**src/rtl/stack_game_ctrl_pkg.sv**
```systemverilog
// Shared types and helpers for the stacker game sequencer.
package stack_game_ctrl_pkg;

    typedef enum logic [2:0] {
        ST_IDLE  = 3'd0,
        ST_START = 3'd1,
        ST_RUN   = 3'd2,
        ST_LATCH = 3'd3,
        ST_NEXT  = 3'd4,
        ST_WIN   = 3'd5,
        ST_LOSE  = 3'd6
    } state_t;

    localparam logic [7:0] INIT_PATTERN_DEF = 8'b11100000;
    localparam int         CNT_W            = 24;

    // Shift divisor for a level: base minus level*step, floored at min_div.
    // The product is formed wide so a large level*step cannot wrap past zero.
    function automatic logic [CNT_W-1:0] calc_div(
        input logic [CNT_W-1:0] base_div,
        input logic [CNT_W-1:0] div_step,
        input logic [CNT_W-1:0] min_div,
        input logic [2:0]       lvl
    );
        logic [CNT_W+2:0] dec;
        logic [CNT_W-1:0] rem;
        dec = (CNT_W+3)'(div_step) * (CNT_W+3)'(lvl);
        if (dec >= (CNT_W+3)'(base_div)) begin
            return min_div;
        end
        rem = base_div - dec[CNT_W-1:0];
        if (rem < min_div) begin
            return min_div;
        end
        return rem;
    endfunction

endpackage

```
**src/rtl/stack_game_ctrl_btn_rise.sv**
```systemverilog
// Registered rising-edge detector for a debounced button level.
// History resets to 1 so a button held through reset produces no edge.
module stack_game_ctrl_btn_rise (
    input  logic clk,
    input  logic rst,
    input  logic btn,
    output logic rise
);

    logic btn_q;

    // Track previous level and register the rising edge one cycle later.
    always_ff @(posedge clk) begin
        if (rst) begin
            btn_q <= 1'b1;
            rise  <= 1'b0;
        end else begin
            btn_q <= btn;
            rise  <= btn & ~btn_q;
        end
    end

endmodule

```
**src/rtl/stack_game_ctrl.sv**
```systemverilog
// Stacker game sequencer: paces the block shifter, latches the block on a
// stop press, checks overlap with the row below, writes rows, declares win/loss.
//
//  state | meaning
//  IDLE  | waiting for the first start press after reset
//  START | clear the display and load the initial block
//  RUN   | block shifting; stop press moves to LATCH
//  LATCH | overlap block with previous row; write row or lose
//  NEXT  | advance row/level and load the narrowed block
//  WIN   | all rows stacked; start press restarts
//  LOSE  | no overlap; start press restarts
module stack_game_ctrl
    import stack_game_ctrl_pkg::*;
#(
    parameter int          ROWS         = 8,
    parameter logic [23:0] BASE_DIV     = 24'd5000000,
    parameter logic [23:0] DIV_STEP     = 24'd500000,
    parameter logic [23:0] MIN_DIV      = 24'd1000000,
    parameter logic [7:0]  INIT_PATTERN = INIT_PATTERN_DEF
) (
    input  logic       clk,
    input  logic       rst,
    input  logic       startBtn,
    input  logic       stopBtn,
    input  logic [7:0] blockLoc,
    output logic       adjClkPulse,
    output logic       loadBlock,
    output logic [7:0] loadPattern,
    output logic       rowWe,
    output logic [2:0] rowIdx,
    output logic [7:0] rowMask,
    output logic       rowClr,
    output logic [2:0] level,
    output logic       gameOver,
    output logic       gameWin
);

    state_t             state_q;
    state_t             state_d;
    logic               start_rise;
    logic               stop_rise;
    logic [CNT_W-1:0]   cnt_q;
    logic [CNT_W-1:0]   div_cur;
    logic               tick;
    logic [2:0]         row_idx;
    logic [2:0]         level_q;
    logic [7:0]         prev_mask;
    logic [7:0]         latch_mask;
    logic               last_row;
    logic               enter_start;

    stack_game_ctrl_btn_rise u_start_rise (
        .clk  (clk),
        .rst  (rst),
        .btn  (startBtn),
        .rise (start_rise)
    );

    stack_game_ctrl_btn_rise u_stop_rise (
        .clk  (clk),
        .rst  (rst),
        .btn  (stopBtn),
        .rise (stop_rise)
    );

    assign div_cur     = calc_div(BASE_DIV, DIV_STEP, MIN_DIV, level_q);
    assign tick        = (cnt_q >= (div_cur - 24'd1));
    assign latch_mask  = blockLoc & prev_mask;
    assign last_row    = (row_idx == 3'(ROWS - 1));
    assign enter_start = (state_d == ST_START) && (state_q != ST_START);

    assign rowIdx   = row_idx;
    assign level    = level_q;
    assign gameOver = (state_q == ST_LOSE);
    assign gameWin  = (state_q == ST_WIN);

    // State register.
    always_ff @(posedge clk) begin
        if (rst) begin
            state_q <= ST_IDLE;
        end else begin
            state_q <= state_d;
        end
    end

    // Next-state and strobe decode.
    always_comb begin
        state_d     = state_q;
        adjClkPulse = 1'b0;
        loadBlock   = 1'b0;
        loadPattern = 8'h00;
        rowWe       = 1'b0;
        rowMask     = 8'h00;
        rowClr      = 1'b0;
        case (state_q)
            ST_IDLE: begin
                if (start_rise) state_d = ST_START;
            end
            ST_START: begin
                rowClr      = 1'b1;
                loadBlock   = 1'b1;
                loadPattern = INIT_PATTERN;
                state_d     = ST_RUN;
            end
            ST_RUN: begin
                // A stop press in the tick cycle wins; the block must not move.
                if (stop_rise) begin
                    state_d = ST_LATCH;
                end else if (tick) begin
                    adjClkPulse = 1'b1;
                end
            end
            ST_LATCH: begin
                if (latch_mask == 8'h00) begin
                    state_d = ST_LOSE;
                end else begin
                    rowWe   = 1'b1;
                    rowMask = latch_mask;
                    state_d = last_row ? ST_WIN : ST_NEXT;
                end
            end
            ST_NEXT: begin
                loadBlock   = 1'b1;
                loadPattern = prev_mask;
                state_d     = ST_RUN;
            end
            ST_WIN, ST_LOSE: begin
                if (start_rise) state_d = ST_START;
            end
            default: begin
                state_d = ST_IDLE;
            end
        endcase
    end

    // Shift timer: free-running modulo div while in RUN, parked at 0 otherwise.
    always_ff @(posedge clk) begin
        if (rst) begin
            cnt_q <= '0;
        end else if ((state_q != ST_RUN) || (state_d != ST_RUN)) begin
            cnt_q <= '0;
        end else if (tick) begin
            cnt_q <= '0;
        end else begin
            cnt_q <= cnt_q + 24'd1;
        end
    end

    // Game progress: row index, level and the surviving mask of the row below.
    // Cleared on the way into START so START already presents row 0 / level 0.
    always_ff @(posedge clk) begin
        if (rst) begin
            row_idx   <= 3'd0;
            level_q   <= 3'd0;
            prev_mask <= 8'hFF;
        end else if (enter_start) begin
            row_idx   <= 3'd0;
            level_q   <= 3'd0;
            prev_mask <= 8'hFF;
        end else if ((state_q == ST_LATCH) && (latch_mask != 8'h00)) begin
            prev_mask <= latch_mask;
        end else if (state_q == ST_NEXT) begin
            row_idx <= row_idx + 3'd1;
            if (level_q != 3'd7) begin
                level_q <= level_q + 3'd1;
            end
        end
    end

endmodule
```
**config.mk**
```make
export PLATFORM = sky130hd
export DESIGN_NAME = stack_game_ctrl
export DESIGN_NICKNAME = d
export VERILOG_FILES = /design/src/rtl/stack_game_ctrl_pkg.sv /design/src/rtl/stack_game_ctrl_btn_rise.sv /design/src/rtl/stack_game_ctrl.sv
export SDC_FILE = /design/constraint.sdc
export NUM_CORES = 1
export LEC_CHECK = 0
export BUFFER_PORTS_ARGS = -buffer_cell sky130_fd_sc_hd__buf_2
export CORE_MARGIN = 1
export CORE_UTILIZATION = 58
export CTS_BUF_LIST = sky130_fd_sc_hd__clkbuf_4 sky130_fd_sc_hd__clkbuf_8 sky130_fd_sc_hd__clkbuf_16
export DETAILED_ROUTE_END_ITERATION = 8
export PLACE_DENSITY = 0.9
export RECOVER_POWER = 25
export SKIP_LAST_GASP = 1
export SYNTH_ARGS = -nofsm -noshare
export SYNTH_HDL_FRONTEND = slang
export SYNTH_SLANG_ARGS = --single-unit
```
**constraint.sdc**
```tcl
create_clock -name clk -period 6.3 [get_ports clk]
set_input_delay 1.26 -clock clk [delete_from_list [all_inputs] [get_ports clk]]
set_output_delay 1.26 -clock clk [all_outputs]
set_load 0.1 [all_outputs]
```
==> flow_metrics.tcl, run 1 <==
set metrics [dict create \
    status "completed" \
    totalPowerFinal_mw 0.489 \
    slew-limit-headroom_pct 21.0 \
    rows 26 \
    holdPathStages 1 \
    drtIter0Drc 147 \
    met2_usage_pct 41.9 \
    grt-ovfl-total 0 \
    viasPerCell 5.57 \
    worstSetupPathType "register to output port" \
    portBuffers 39 \
    fin_area_sq_um 3500 \
    synth_common_cells "53 x nor2_1, 45 x dfxtp_1, 37 x ha_1" \
    whs_ns 0.404 \
    cts_sinks 45 \
    leakagePower_nw 1.60 \
    path_common_cell "ha_1" \
    cts_tree "done" \
    ir_worst_vdd_v 0.0000966 \
    fin_tns_setup_ns 0 \
    grt_pass1_wl_microns 10800 \
    critPathMaxStageDelay_ns 0.61 \
    synth_top_cells_by_area "dfxtp_1 29%, ha_1 15%, xor2_1 6.7%, nor2_1 6.3%, xnor2_1 4.7%" \
    hp-class "register to register" \
    gp_congestion 0.797 \
    startpoint_type "register" \
    yosys_register_bits 45 \
    synth_area_sq_um 3150 \
    min_period_over_period_pct 95.3 \
    dieHeight_microns 75.7 \
    routed_wl_microns 6630 \
    synth-edff-count 0 \
    initial_core_util_pct 61.0 \
    grt_max_degree 25 \
    ys_seq_area_share_pct 28.6 \
    die-width_microns 75.7 \
    core-area_sq_um 5170 \
    stdcell_count 489 \
    synth_top_cell_area_share_pct 28.6 \
    grt_pass1_vias 2450 \
    placed_cells 476 \
    async_flop_share_pct 0 \
    setup_viol 0 \
    dpl-instance-area_sq_um 3380 \
    grt_usage_pct 24.6 \
    syn_nets 432 \
    finalNetCount 470 \
    worst_slew_pin_slew_ns 1.19 \
    yosysTopAreaCell "dfxtp_1" \
    cp_top_family "simple AND/OR/NAND/NOR gates" \
    worstPathCellList "buf_4, fa_1, ha_1, a21o_1, a21oi_1, xor2_1, nor4b_1, nor3_1, xnor2_1, ha_1, nand4_1, or3_1, a2111oi_2, nor4_1, nor4b_4, buf_6" \
    num-fill-cells 387 \
    synthFlopType "dfxtp_1" \
    slowest_stage "fa_1" \
    synth.distinct_cells 45 \
    busiest_layer "met2" \
    r2r_slack_ns 1.58 \
    fmax_ghz 0.167 \
    ctsHoldBuffers 0 \
    drc 0 \
    critPathMaxFanout 9 \
    synth_warnings 0 \
    io-pin-count 40 \
    reg2reg_depth 15 \
    dieArea_sq_um 5740 \
    n_antenna_cell 0 \
    finalHoldViolCount 0 \
    synthCells 380 \
    cts_root_buf "clkbuf_8" \
    period_needed_ns 6.00 \
    dr_total_vias 2722 \
    critPathArrivalTime_ns 4.74 \
    numCtsBuffers 5 \
    cts.path.max_buffers 2 \
    cp.required_ns 5.04 \
    path_buf_inv 2 \
    final_max_slew_viol_count 0 \
    grt_use_met1_pct 30.7 \
    yosysMostFrequentCell "nor2_1" \
    worst_slack_ns 0.298 \
    syn_to_final_growth_pct 10.9 \
    rsz0062_at_grt "false" \
    clk_latency_ns 0.31 \
    htreeDepth 2 \
    final_util_pct 67.7 \
    gr-usage-met3_pct 4.76 \
    powerDensity_nw_per_um2 140 \
    avgRoutedWirePerCell_microns 13.5 \
    cp_num_cells 16 \
    skew_ns 0.0125 \
    cp-end-kind "output port" \
    detail_route.first_pass.iterations 4 \
    dp_hpwl_microns 5090 \
    grt_antenna_before_repair 0 \
    clkSlewWorstSetupHoldPaths_ns 0.09 \
    post-place-ws_ns 0.388 \
    cap_violations 0 \
    drive_gt1_share_pct 13.1 \
    postSynthAreaPerCell_sq_um 8.30 \
    ant_nets 0 \
]
-- report_power, final --
group | switching (mW) | internal [mW] | leakage [nW]
sequential | 0.00138 | 0.285 | 0.366
combinational | 0.0141 | 0.00762 | 1.19
clock | 0.0985 | 0.0828 | 0.0452
-- placed cells by master (no fill, tap or decap), types with 4 or more instances in the layout --
cell / netlist / layout
inv_1: 20 / 20
nor2_1: 53 / 53
xor2_1: 24 / 23
a21o_1: 9 / 9
nand3_1: 14 / 14
a21oi_1: 15 / 15
mux2i_1: 4 / 4
nor3_1: 5 / 5
and3_1: 6 / 6
buf_4: 1 / 5
nor2b_1: 6 / 6
and4_1: 4 / 4
ha_1: 37 / 37
xnor2_1: 17 / 17
o21ai_0: 15 / 15
dfxtp_1: 45 / 42
nand2_1: 29 / 29
nand4_1: 12 / 12
clkbuf_1: 8 / 6
nand2b_1: 10 / 10
and2_1: 7 / 7
buf_2: 1 / 31
clkbuf_8: 0 / 5
nor3b_1: 4 / 4
-- cells by family (layout without fill, tap and decap cells) --
kind of cell / after synthesis / count (layout) / share of synthesized area (%)
AOI/OAI and AO/OA: 52 / 52 / 10.9
xor gates and xnor gates: 41 / 41 / 11.4
adders and majority gates: 41 / 41 / 16.9
buffers and inverters: 33 / 72 / 4.80
DFF: 45 / 45 / 28.6
muxes: 4 / 4 / 1.27
other: 1 / 1 / 0.119
and+or+nand+nor: 163 / 163 / 26.0
-- sequential cells by signal (all words and copies together) (netlist names) --
register,flops
cnt_q,24
level,3
u_start_rise.btn_q,1
prev_mask,8
u_stop_rise.rise,1
u_start_rise.rise,1
rowIdx,3
state_q,3
u_stop_rise.btn_q,1
-- worst reg2reg max path, delay by kind of cell (launching register included) --
family          cells  cell delay [ns]
compound gates      3             0.72
fa+ha+maj           3             1.14
flops               1             0.39
xor+xnor            2             0.46
simple gates        6             1.72
buf+inv             1             0.15
-- final timing paths --
path	start	to
max	level[0]	adjClkPulse
min	u_start_rise.btn_q	u_start_rise.rise
max reg2reg	level[0]	cnt_q[9]
min reg2reg	u_start_rise.btn_q	u_start_rise.rise
-- layout make-up --
cell class                      instances  area [sq um]  share of cell area, %
Sequential cell                        45           910                   26.0
Clock buffer                            6          76.3                   2.18
Clock inverter                          2          13.8                  0.393
Timing Repair Buffer                   44           230                   6.58
Multi-Input combinational cell        302          2110                   60.2
Tap cell                               70          87.6                   2.50
Inverter                               20          75.1                   2.15
-- metal layers --
layer	vias to the layer above	share of wire, %	wire length, microns
met1	1257	46	3020
li1	1374	-	-
met2	81	48	3190
met5	-	0	0
met4	0	1.5	97
met3	10	4.7	311
-- what timing repair did --
action / 4_1_cts / 5_1_grt
buffers inserted: 0 / 5
gates resized for setup: 0 / 4
setup endpoints to repair: 0 / 1
(Power assumes the default switching activity.)
==> run 2, diff against run 1 <==
--- a/config.mk
+++ b/config.mk
@@ -5,8 +5,8 @@
 export SDC_FILE = /design/constraint.sdc
 export NUM_CORES = 1
 export LEC_CHECK = 0
-export BUFFER_PORTS_ARGS = -buffer_cell sky130_fd_sc_hd__buf_2
-export CORE_MARGIN = 1
+export BUFFER_PORTS_ARGS = -buffer_cell sky130_fd_sc_hd__buf_4
+export CORE_MARGIN = 4
 export CORE_UTILIZATION = 58
 export CTS_BUF_LIST = sky130_fd_sc_hd__clkbuf_4 sky130_fd_sc_hd__clkbuf_8 sky130_fd_sc_hd__clkbuf_16
 export DETAILED_ROUTE_END_ITERATION = 8
==> run 2 against run 1 <==
Against the previous run:
- final area increased by 2.2%
- core utilization up 1.1 points
- hold slack worse by 0.0044 ns
- register-to-register slack improved by 0.06 ns
- wire length grew 0.82%
- final cell count unchanged
- sequential power about the same
- via count shrank 1.8%
- critical path type unchanged
- highest routed layer unchanged
==> flow_metrics.tcl, run 2 (synthesis results as in run 1) <==
set metrics [dict create \
    period_needed_ns 5.97 \
    worst_slack_ns 0.326 \
    dr_total_vias 2673 \
    detail_route.first_pass.iterations 4 \
    portBuffers 39 \
    switching_share_pct 23.4 \
    grt_antenna_before_repair 0 \
    drtIter0Drc 152 \
    grt_pass1_vias 2618 \
    dpl-instance-area_sq_um 3480 \
    rsz0062_at_grt "false" \
    final_max_slew_viol_count 0 \
    die-width_microns 81.7 \
    dieArea_sq_um 6680 \
    post-place-ws_ns 0.537 \
    fmax_ghz 0.167 \
    initial_core_util_pct 60.6 \
    status "completed" \
    htreeDepth 2 \
    drive_gt1_share_pct 13.1 \
    grt_pass1_wl_microns 11600 \
    core-area_sq_um 5200 \
    finalNetCount 470 \
    clkSlewWorstSetupHoldPaths_ns 0.09 \
    slowest_stage "fa_1" \
    final_util_pct 68.7 \
    routed_wl_microns 6680 \
    cts_root_buf "clkbuf_8" \
    finalHoldViolCount 0 \
    ir_worst_vdd_v 0.000106 \
    cp.required_ns 5.04 \
    cts.path.max_buffers 2 \
    dieHeight_microns 81.7 \
    pwr-share-clk_pct 37.1 \
    internal_power_mw 0.377 \
    n_antenna_cell 0 \
    io-pin-count 40 \
    syn_to_final_growth_pct 13.4 \
    viasPerCell 5.47 \
    mostFrequentLayoutCells "53 x nor2_1, 42 x dfxtp_1, 37 x ha_1" \
    clk_latency_ns 0.31 \
    fin_tns_setup_ns 0 \
    startpoint_type "register" \
    numCtsBuffers 5 \
    grt_usage_pct 21.8 \
    regMostFlops "cnt_q" \
    cts_tree "done" \
    cap_violations 0 \
    min_period_over_period_pct 94.8 \
    critPathArrivalTime_ns 4.71 \
    grt-ovfl-total 0 \
    seq_power_share_pct 58.1 \
    critPathMaxFanout 8 \
    rows 26 \
    drc 0 \
    avgRoutedWirePerCell_microns 13.7 \
    grt_max_degree 25 \
    gp_congestion 0.884 \
    fin_area_sq_um 3580 \
    num-fill-cells 420 \
    worstSetupPathType "register to output port" \
    leakagePower_nw 1.61 \
    p_sw_mw 0.115 \
    critPathMaxStageDelay_ns 0.52 \
    r2r_slack_ns 1.64 \
    worst_slew_pin_slew_ns 1.22 \
    largest_reg_flops 24 \
    cp-end-kind "output port" \
    dp_hpwl_microns 4980 \
    cts_sinks 45 \
    path_common_cell "ha_1" \
    worstPathCellList "buf_4, fa_1, ha_1, a21o_1, a21oi_1, xor2_1, nor4b_1, nor3_1, xnor2_1, ha_1, nand4_1, or3_1, a2111oi_2, nor4_1, nor4b_4, buf_6" \
    setup_viol 0 \
    powerDensity_nw_per_um2 138 \
    skew_ns 0.0117 \
    combPwrFrac_pct 4.8 \
    whs_ns 0.399 \
    top_regs "cnt_q x24, prev_mask x8" \
    hp-class "register to register" \
    slew-limit-headroom_pct 19.1 \
    ant_nets 0 \
    final_common_cell "nor2_1" \
]
[run 2: changes by cell type in the layout (fill, tap and decap cells not counted)]
cell,delta
clkbuf_4,+1
buf_2,-31
buf_4,+30
clkbuf_1,+1
buf_1,-1
[run 2: path summary, 6_finish.rpt]
path	start	endpoint	cells after the start
max	level[0]	adjClkPulse	16
min	u_stop_rise.btn_q	u_stop_rise.rise	1
max reg2reg	level[0]	cnt_q[6]	15
min reg2reg	u_stop_rise.btn_q	u_stop_rise.rise	1
[run 2: cell type report]
cell class / instances / area (sq um) / area share, %
multi-input combinational: 302 / 2110 / 58.9
sequential: 45 / 910 / 25.4
clock inverter: 2 / 13.8 / 0.385
tap: 70 / 87.6 / 2.45
inverter: 20 / 75.1 / 2.10
timing repair buffer: 44 / 308 / 8.60
clock buffer: 6 / 76.3 / 2.13
[run 2: worst max-delay path: cells and delay by family, from the launching register on]
kind,cells,cell delay (ns)
AND/OR/NAND/NOR,6,1.31
AO/OA/AOI/OAI,3,0.73
adder cells (fa/ha/maj),3,1.12
flip-flops,1,0.37
XOR/XNOR,2,0.47
buffers and inverters,2,0.42
[run 2: power by group through the flow]
stage	clock [mW]	sequential (mW)	combinational (mW)
final	0.183	0.286	0.0239
after global routing	0.194	0.286	0.0261
after CTS	0.182	0.286	0.0247
after detailed placement	0	0.293	0.0245
after global placement	0	0.293	0.0241
after floorplan	0	0.292	0.0170
[run 2: layer usage]
metal	vias up	track usage [%]	share of wire, %
li1	1366	-	-
met1	1234	28.8	47
met2	59	35.1	46
met3	14	4.50	5.2
met4	0	7.31	1.9
met5	-	0	0
[run 2: metrics by stage]
| step | power, mW | std cells |
|---|---|---|
| final | 0.493 | 489 |
| after global routing | 0.506 | 489 |
| after CTS | 0.493 | 484 |
| after detailed placement | 0.317 | 476 |
| after global placement | 0.317 | 476 |
| after floorplan | 0.309 | 380 |
[run 2: repair_timing]
action | 4_1_cts | 5_1_grt
resized for setup | 0 | 2
endpoints found under the setup margin | 0 | 1
setup buffers | 0 | 5
hold buffers | 0 | 0
endpoints found under the hold margin | 0 | 0
==> run 3, diff against run 2 <==
--- a/config.mk
+++ b/config.mk
@@ -7,12 +7,13 @@
 export LEC_CHECK = 0
 export BUFFER_PORTS_ARGS = -buffer_cell sky130_fd_sc_hd__buf_4
 export CORE_MARGIN = 4
-export CORE_UTILIZATION = 58
+export CORE_UTILIZATION = 59
 export CTS_BUF_LIST = sky130_fd_sc_hd__clkbuf_4 sky130_fd_sc_hd__clkbuf_8 sky130_fd_sc_hd__clkbuf_16
 export DETAILED_ROUTE_END_ITERATION = 8
-export PLACE_DENSITY = 0.9
+export PLACE_DENSITY = 0.91
 export RECOVER_POWER = 25
 export SKIP_LAST_GASP = 1
 export SYNTH_ARGS = -nofsm -noshare
 export SYNTH_HDL_FRONTEND = slang
+export SYNTH_HIERARCHICAL = 1
 export SYNTH_SLANG_ARGS = --single-unit
==> run 3 against run 2 <==
Against the previous run:
- global-route usage is 1.9 points higher
- total power is 8.0% higher
- final area is 3.1% higher
- wire length is 9.3% higher
- die area is 0.23% lower
- sequential cell count stayed put
- non-clock buffer count is 1 higher
- sequential share of layout area is 0.69 points lower
- critical path type unchanged
- largest power group unchanged
- highest routed layer unchanged
==> flow_metrics.tcl, run 3 <==
set metrics [dict create \
    ctsHoldBuffers 0 \
    synth_fa_ha_area_share_pct 16.7 \
    synthCells 377 \
    cts_tree "done" \
    ir_worst_vdd_v 0.000137 \
    seqCellArea_sq_um 912 \
    rr_endpoint "cnt_q[14]" \
    slew-limit-headroom_pct 21.5 \
    status "completed" \
    muxShareOfSynthArea_pct 1.60 \
    cts_sinks 45 \
    grt_use_met1_pct 30.1 \
    regMostFlops "cnt_q" \
    finalHoldViolCount 0 \
    min_period_over_period_pct 96.6 \
    ys_seq_area_share_pct 28.1 \
    critPathArrivalTime_ns 4.83 \
    multi_input_area_sq_um 2170 \
    synth_top_cell_area_share_pct 28.1 \
    finalNetCount 467 \
    cap_violations 0 \
    grt_max_degree 25 \
    portBuffers 39 \
    yosysTopAreaCell "dfxtp_1" \
    dr_total_vias 2834 \
    synth_area_sq_um 3200 \
    mostFrequentLayoutCells "42 x dfxtp_1, 38 x buf_4, 37 x ha_1" \
    synth_top_cells_by_area "dfxtp_1 28%, ha_1 14%, xor2_1 6.6%, nor3_1 5.3%, xnor2_1 4.4%" \
    cts_root_buf "clkbuf_8" \
    dp_hpwl_microns 5300 \
    p_sw_mw 0.116 \
    seq_power_share_pct 53.7 \
    grt-ovfl-total 0 \
    dieHeight_microns 81.7 \
    htreeDepth 2 \
    rsz0062_at_grt "false" \
    cp.required_ns 5.04 \
    syn_to_final_growth_pct 15.2 \
    holdPathStages 1 \
    reg2reg_depth 15 \
    postSynthAreaPerCell_sq_um 8.49 \
    worst_slew_pin_slew_ns 1.18 \
    yosys_register_bits 45 \
    synth-edff-count 0 \
    pwr-share-clk_pct 41.9 \
    synth_compound_area_share_pct 12.3 \
    syn_nets 429 \
    leakagePower_nw 1.66 \
    fmax_ghz 0.164 \
    ant_nets 0 \
    routed_wl_microns 7300 \
    path_buf_inv 2 \
    cp-end-kind "output port" \
    critPathLaunch "level[1]" \
    gp_congestion 0.982 \
    grt_usage_pct 23.6 \
    cp_num_cells 15 \
    endpoint "adjClkPulse" \
    final_util_pct 71.3 \
    met2_usage_pct 39.8 \
    critPathMaxStageDelay_ns 0.57 \
    largest_reg_flops 24 \
    grt_pass1_vias 2794 \
    final_common_cell "dfxtp_1" \
    r2r_slack_ns 1.59 \
    synth.distinct_cells 50 \
    dieArea_sq_um 6670 \
    grt_antenna_before_repair 0 \
    num-fill-cells 378 \
    async_flop_share_pct 0 \
    switching_share_pct 21.8 \
    drive_gt1_share_pct 14.9 \
    critPathMaxFanout 14 \
    worstPathCellList "fa_1, inv_1, fa_2, xor2_1, a31oi_1, xnor3_1, nand4b_1, xnor3_1, ha_1, nand4_1, or4_4, or4_4, o21ai_2, o21a_4, buf_12" \
    synth_simple_gate_area_share_pct 24.3 \
    top_regs "cnt_q x24, prev_mask x8" \
    synth_warnings 6 \
    busiest_layer "met2" \
    hp-class "register to register" \
    numCtsBuffers 5 \
    core-area_sq_um 5170 \
    fin_tns_setup_ns 0 \
    r2r_start "level[1]" \
    grt_pass1_wl_microns 12600 \
    drtIter0Drc 147 \
    rows 26 \
    synthFlopType "dfxtp_1" \
    synth_common_cells "45 x dfxtp_1, 37 x ha_1, 34 x nor3_1" \
    internal_power_mw 0.416 \
    synth_top_family_by_area "simple AND/OR/NAND/NOR gates" \
    setup_viol 0 \
    synth_xor_area_share_pct 12.4 \
    skew_ns 0.0105 \
    viasPerCell 5.83 \
    combPwrFrac_pct 4.4 \
    final_max_slew_viol_count 0 \
    detail_route.first_pass.iterations 4 \
    cp_top_family "simple AND/OR/NAND/NOR gates" \
    die-width_microns 81.7 \
    io-pin-count 40 \
    slowest_stage "fa_1" \
    yosysMostFrequentCell "dfxtp_1" \
    powerDensity_nw_per_um2 144 \
    n_antenna_cell 0 \
    initial_core_util_pct 61.9 \
    worstSetupPathType "register to output port" \
    drc 0 \
    clkSlewWorstSetupHoldPaths_ns 0.08 \
    startpoint_type "register" \
    avgRoutedWirePerCell_microns 15.0 \
    gr-usage-met3_pct 4.61 \
    period_needed_ns 6.09 \
    cts.path.max_buffers 2 \
    clk_latency_ns 0.31 \
]
## run 3: power by group through the flow
stage	Clock (mW)	Combinational, mW	Sequential, mW
6_report	0.223	0.0234	0.286
4_1_cts	0.227	0.0240	0.287
3_3_place_gp	0	0.0232	0.293
2_1_floorplan	0	0.0147	0.293
5_1_grt	0.240	0.0256	0.286
3_5_place_dp	0	0.0239	0.293
## run 3: worst register-to-register path, delay by kind of cell, from the launching register on
family                     cells  cell delay [ns]
buffers and inverters          2             0.39
DFF                            1             0.41
adders and majority gates      3             1.26
and+or+nand+nor                5             1.40
xor gates and xnor gates       3             0.86
AOI/OAI and AO/OA              2             0.28
## run 3: kinds of logic after synthesis
kind of cell             count (synthesis)
multiplexers                             5
adder cells (fa/ha/maj)                 41
XOR/XNOR                                42
AO/OA/AOI/OAI                           62
other                                    1
flip-flops                              45
AND/OR/NAND/NOR                        147
buffers and inverters                   34
## run 3: worst min-delay path by stage
stage / start / endpoint / slack, ns
floorplan: u_start_rise/btn_q / u_start_rise/rise / 0.39
CTS: u_stop_rise/btn_q / u_stop_rise/rise / 0.41
detailed placement: u_stop_rise/btn_q / u_stop_rise/rise / 0.39
global placement: u_start_rise/btn_q / u_start_rise/rise / 0.39
finish: u_stop_rise/btn_q / u_stop_rise/rise / 0.39
global route: u_start_rise/btn_q / u_start_rise/rise / 0.42
## run 3: layout make-up
class	instances	share of cell area [%]
Clock buffer	6	2.07
Clock inverter	2	1.05
Inverter	20	2.04
Multi-Input combinational cell	298	58.7
Sequential cell	45	24.7
Tap cell	70	2.38
Timing Repair Buffer	45	8.99
## run 3: metal layers
layer | up-vias | routed length, microns
met2 | 61 | 3590
met3 | 10 | 322
met5 | - | 0
met1 | 1344 | 3260
met4 | 0 | 129
li1 | 1419 | -
## run 3: stage by stage
step                      worst slack [ns]  hold WS [ns]  cells  instance area [sq um]  total power, mW
after global placement               0.344         0.393    475                   3550            0.317
after floorplan                     0.0243         0.387    377                   3220            0.307
after global routing                0.0344         0.422    486                   3690            0.552
after detailed placement             0.174         0.393    475                   3550            0.317
final                                0.212         0.391    486                   3690            0.532
after CTS                           0.0104         0.405    485                   3680            0.538
## run 3: what timing repair did
action / in CTS / in global routing
gates cloned: 0 / 0
setup buffers: 2 / 1
endpoints found under the setup margin: 1 / 1
resized for setup: 1 / 9
pin swaps: 0 / 0
